===== src/rtl/datapath_sequencer.sv =====
// Micro-sequencer that steps a small instruction memory into a register-file/ALU datapath,
// spending one SETUP cycle and one EXEC (write) cycle on each instruction.
module datapath_sequencer #(
  parameter int PROG_DEPTH = 8
) (
  input  logic       clk,
  input  logic       rst,
  input  logic       prog_we,
  input  logic [2:0] prog_addr,
  input  logic [8:0] prog_data,
  input  logic [3:0] prog_len,
  input  logic       halt_on_zero,
  input  logic       start,
  input  logic       Zero,
  output logic       wr,
  output logic [2:0] ALUControl,
  output logic [1:0] addr1,
  output logic [1:0] addr2,
  output logic [1:0] addr3,
  output logic       busy,
  output logic       done,
  output logic [7:0] zero_log,
  output logic [3:0] exec_count
);

  typedef enum logic [1:0] {IDLE, SETUP, EXEC, DONE} state_t;

  state_t     state_q, state_d;
  logic [2:0] pc_q, pc_d;
  logic [8:0] instr_q, instr_d;
  logic [3:0] len_q, len_d;
  logic [7:0] zero_log_q, zero_log_d;
  logic [3:0] exec_count_q, exec_count_d;
  logic [8:0] mem_q [PROG_DEPTH];
  logic [8:0] mem_d [PROG_DEPTH];
  logic [3:0] eff_len;
  logic       active;

  assign eff_len = (prog_len > 4'(PROG_DEPTH)) ? 4'(PROG_DEPTH) : prog_len;

  always_comb begin
    state_d      = state_q;
    pc_d         = pc_q;
    instr_d      = instr_q;
    len_d        = len_q;
    zero_log_d   = zero_log_q;
    exec_count_d = exec_count_q;
    mem_d        = mem_q;

    if (prog_we && (state_q == IDLE || state_q == DONE)) begin
      mem_d[prog_addr] = prog_data;
    end

    case (state_q)
      IDLE: begin
        if (start) begin
          zero_log_d   = 8'd0;
          exec_count_d = 4'd0;
          len_d        = eff_len;
          pc_d         = 3'd0;
          if (eff_len == 4'd0) begin
            state_d = DONE;
          end else begin
            // Latch from mem_d so a write on the start edge is already visible
            instr_d = mem_d[0];
            state_d = SETUP;
          end
        end
      end
      SETUP: begin
        state_d = EXEC;
      end
      EXEC: begin
        zero_log_d[pc_q] = Zero;
        exec_count_d     = exec_count_q + 4'd1;
        if (({1'b0, pc_q} == (len_q - 4'd1)) || (halt_on_zero && Zero)) begin
          state_d = DONE;
        end else begin
          pc_d    = pc_q + 3'd1;
          instr_d = mem_q[pc_q + 3'd1];
          state_d = SETUP;
        end
      end
      DONE: begin
        state_d = IDLE;
      end
      default: begin
        state_d = IDLE;
      end
    endcase
  end

  always_ff @(posedge clk or negedge rst) begin
    if (!rst) begin
      state_q      <= IDLE;
      pc_q         <= 3'd0;
      instr_q      <= 9'd0;
      len_q        <= 4'd0;
      zero_log_q   <= 8'd0;
      exec_count_q <= 4'd0;
      for (int i = 0; i < PROG_DEPTH; i++) begin
        mem_q[i] <= 9'd0;
      end
    end else begin
      state_q      <= state_d;
      pc_q         <= pc_d;
      instr_q      <= instr_d;
      len_q        <= len_d;
      zero_log_q   <= zero_log_d;
      exec_count_q <= exec_count_d;
      mem_q        <= mem_d;
    end
  end

  // Every output decodes registered state only, so reset clears them without a clock edge
  assign active     = (state_q == SETUP) || (state_q == EXEC);
  assign wr         = (state_q == EXEC);
  assign busy       = active;
  assign done       = (state_q == DONE);
  assign ALUControl = active ? instr_q[8:6] : 3'd0;
  assign addr1      = active ? instr_q[5:4] : 2'd0;
  assign addr2      = active ? instr_q[3:2] : 2'd0;
  assign addr3      = active ? instr_q[1:0] : 2'd0;
  assign zero_log   = zero_log_q;
  assign exec_count = exec_count_q;

endmodule


===== config.mk =====
export PLATFORM = sky130hd
export DESIGN_NAME = datapath_sequencer
export DESIGN_NICKNAME = d
export VERILOG_FILES = /design/src/rtl/datapath_sequencer.sv
export SDC_FILE = /design/constraint.sdc
export NUM_CORES = 1
export LEC_CHECK = 0
export ABC_CLOCK_PERIOD_IN_PS = 2600
export CORE_MARGIN = 10
export CORE_UTILIZATION = 58
export CTS_CLUSTER_DIAMETER = 200
export CTS_CLUSTER_SIZE = 28
export DETAILED_ROUTE_END_ITERATION = 8
export PLACE_DENSITY = 0.79
export SLEW_MARGIN = 10
export SYNTH_ARGS = -nofsm -noshare
export SYNTH_HDL_FRONTEND = slang
export SYNTH_SLANG_ARGS = --single-unit

===== constraint.sdc =====
create_clock -name clk -period 2.6 [get_ports clk]
set_input_delay 0.52 -clock clk [delete_from_list [all_inputs] [get_ports clk]]
set_output_delay 0.52 -clock clk [all_outputs]
set_load 0.01 [all_outputs]

==> flow_summary.ini <==
[die]
std_cell_rows = 33
die_width_microns = 113
io_pins = 46
initial_utilization_pct = 60.4
core_area_sq_um = 8340
die_height_microns = 113
die_area_sq_um = 12800

[setup_path]
rr_endpoint = instr_q[3]
critPathBufInv = 3
worstSetupEndpointType = primary output
slowest_stage = clkdlybuf4s50_1
crit-reg2reg-launch = pc_q[0]
critPathArrivalTime_ns = 2.01
critical_path.top_delay_family = buffers and inverters
worst_path_cell_trace = inv_2 > ha_4 > buf_4 > and2_1 > clkdlybuf4s50_1
critical_path.max_fanout = 5
r2r_slack_ns = 0.16
worst_setup_path_start_kind = flip-flop
crit_path_max_incr_delay_ns = 0.54
timing.reg2reg.worst_path_depth = 7
criticalPathCategory = reg -> out
critical_path_required_ns = 2.08

[cells_and_area]
layout_commonest_cell = dfrtp_1
most-common-layout-cells = dfrtp_1 (102), mux2_2 (83), clkdlybuf4s50_1 (38)
filler_cells_inserted = 588
final_cell_area_sq_um = 5960
instances_no_fill = 571
n_antenna_cell = 0
finish.net_count = 489
final_layout_size_suffix_gt1_share_pct = 28.5
area_growth_syn_to_layout_pct = 18.4

[drt]
drt_pass1_iterations = 5
route.detailed.vias_per_inst = 6.09
postRouteWirelength_microns = 11700
ant_nets = 0
avgRoutedWirePerCell_microns = 20.5
remaining_drc_errors = 0
via_count = 3480
first_drt_iteration_drcs = 226

[pwr]
power.combinational.fraction_pct = 47.9
highest_ir_drop_seen_on_vdd_mv = 0.571
p_int_mw = 4.59
switching_share_pct = 36.0
share_seq_of_total_power_pct = 37.6
share_clk_of_total_power_pct = 14.6
power.static_leakage_nw = 2.65
p_switching_mw = 2.59
power_density_nw_per_um2 = 1200
total_power_mw = 7.18

[clocking]
h_tree_levels = 3
numCtsBuffers = 9
holdBufCountCts = 0
insertion_delay_ns = 0.37
clock_tree_from_tritoncts = built
path_clk_slew_ns = 0.10
clockRootBuffer = clkbuf_8
cts.sink_count = 102
max-clock-path-buffers = 2

[timing]
relSlewSlack_pct = 62.1
setup_tns_ns = 0
timing.final.setup_violations = 0
fin_hold_ws_ns = 0.117
report.final.slew_viol_count = 0
post-route-period-util_pct = 97.5
final-hold-violation-count = 0
timing_worst_slew_pin_value_ns = 0.569
grt_setup_unrepaired = true
fmax_mhz = 395
final.min_clock_period_ns = 2.53
skew_ns = 0.00515

[placed_design]
port-buffer-count = 45
postPlaceCellArea_sq_um = 5700
dp_cells = 552
dpl.hpwl_microns = 7910
finalWeightedCongestion = 0.787

[yosys]
post_synth_inst_count = 400
netlist_top_cells_area = dfrtp_1 (51%), mux2_2 (19%), mux2i_1 (4.6%)
synth_edf_count = 0
dominantRegCellSynth = dfrtp_1
syn_area_per_cell_sq_um = 12.6
synthDominantCellAreaShare_pct = 50.7
yosys_warnings = 0
syn_area_sq_um = 5030
async_flop_share_pct = 100
synth_adder_area_share_pct = 1.49
post_synth_xor_area_fraction_pct = 1.59
distinct_cells_synth = 42
synth.largest_area_cell = dfrtp_1
synthSimpleGateAreaFrac_pct = 10.4
ys_ff_latch = 102
synth_compound_area_share_pct = 5.42
synth_top_family_by_area = multiplexers
synth.area.mux_share_pct = 27.8
mappedNetlistNets = 428
synth-seq-area-share_pct = 50.7

[global_route]
globalRouteOverflowTotal = 0
via_count_of_the_first_global_routing_pass = 3633
grt_usage_pct = 18.8
grt_max_degree = 40
initial_antenna_violation_count = 0
first_pass_grt_wire_length_microns = 19200

[worst_hold_path]
min-delay-path-class = in -> async

[status]
status = completed

[flow_run]
max-cap-violations = 0
-- cells in the mapped netlist (2+ instances only) --
library cell and count:
a21oi_1 3, a22o_1 2, and2_1 9, and3_1 2
buf_2 4, buf_4 2, buf_6 2, clkbuf_1 13
dfrtp_1 102, ha_1 6, inv_1 6, mux2_2 83
mux2i_1 23, mux4_1 8, nand2_1 27, nand2b_1 5
nand3_1 28, nand3b_1 6, nor2_1 8, nor2b_1 2
nor3_1 5, nor3b_1 4, o21ai_0 19, o2bb2ai_1 9
xnor2_1 5
-- routing by layer --
| metal | vias up | share of wire, % | GRT usage (%) |
|---|---|---|---|
| met3 | 22 | 6.1 | 4.81 |
| met1 | 1783 | 42 | 22.7 |
| met5 | - | 0 | 0 |
| met2 | 100 | 50 | 31.8 |
| met4 | 0 | 1.6 | 6.35 |
| li1 | 1575 | - | - |
-- what timing repair did --
action / CTS / global route
gates resized for setup: 3 / 8
pin swaps: 0 / 1
setup endpoints to repair: 5 / 6
buffers inserted: 0 / 3
endpoints found under the hold margin: 0 / 0
-- stage by stage --
step	setup slack [ns]	utilization, %
6_report	0.0657	71.5
5_1_grt	-0.00918	71.5
4_1_cts	0.00770	71.0
3_5_place_dp	0.156	68.3
3_3_place_gp	0.267	68.3
2_1_floorplan	0.409	-
-- state kept, by name (all words and copies together) (netlist names) --
signal,count
len_q,4
exec_count,4
state_q,2
zero_log,8
mem_q,72
pc_q,3
instr_q,9
-- area by class of cell --
class / count / area [sq um] / area share [%]
Sequential cell: 102 / 2550 / 42.8
Tap cell: 105 / 131 / 2.20
Multi-Input combinational cell: 270 / 2360 / 39.7
Inverter: 6 / 22.5 / 0.378
Clock buffer: 10 / 128 / 2.14
Clock inverter: 6 / 78.8 / 1.32
Timing Repair Buffer: 72 / 682 / 11.4
-- kinds of logic (layout without fill, tap and decap cells) --
kind of cell	Yosys count	after routing
AOI/OAI and AO/OA	41	41
xor gates and xnor gates	7	7
and+or+nand+nor	101	101
adders and majority gates	6	6
DFF	102	102
muxes	115	115
buffers and inverters	28	94
-- worst max-delay path by stage --
stage	startpoint	endpoint	slack (ns)	depth (start not counted)
5_1_grt	state_q[1]	addr1[0]	-0.009	5
3_5_place_dp	pc_q[0]	instr_q[3]	0.16	7
6_report	state_q[1]	addr1[0]	0.07	5
4_1_cts	state_q[1]	addr2[0]	0.008	5
2_1_floorplan	pc_q[0]	instr_q[7]	0.41	7
3_3_place_gp	state_q[1]	addr2[0]	0.27	5
-- power by group through the flow --
| stage | logic [mW] | registers (mW) | clock network, mW |
|---|---|---|---|
| floorplan | 2.29 | 2.62 | 0 |
| global placement | 3.21 | 2.67 | 0 |
| detailed placement | 3.31 | 2.73 | 0 |
| CTS | 3.38 | 2.69 | 1.06 |
| global route | 3.74 | 2.80 | 1.13 |
| finish | 3.44 | 2.70 | 1.04 |
Note: power is estimated with default switching activity, not from simulation.
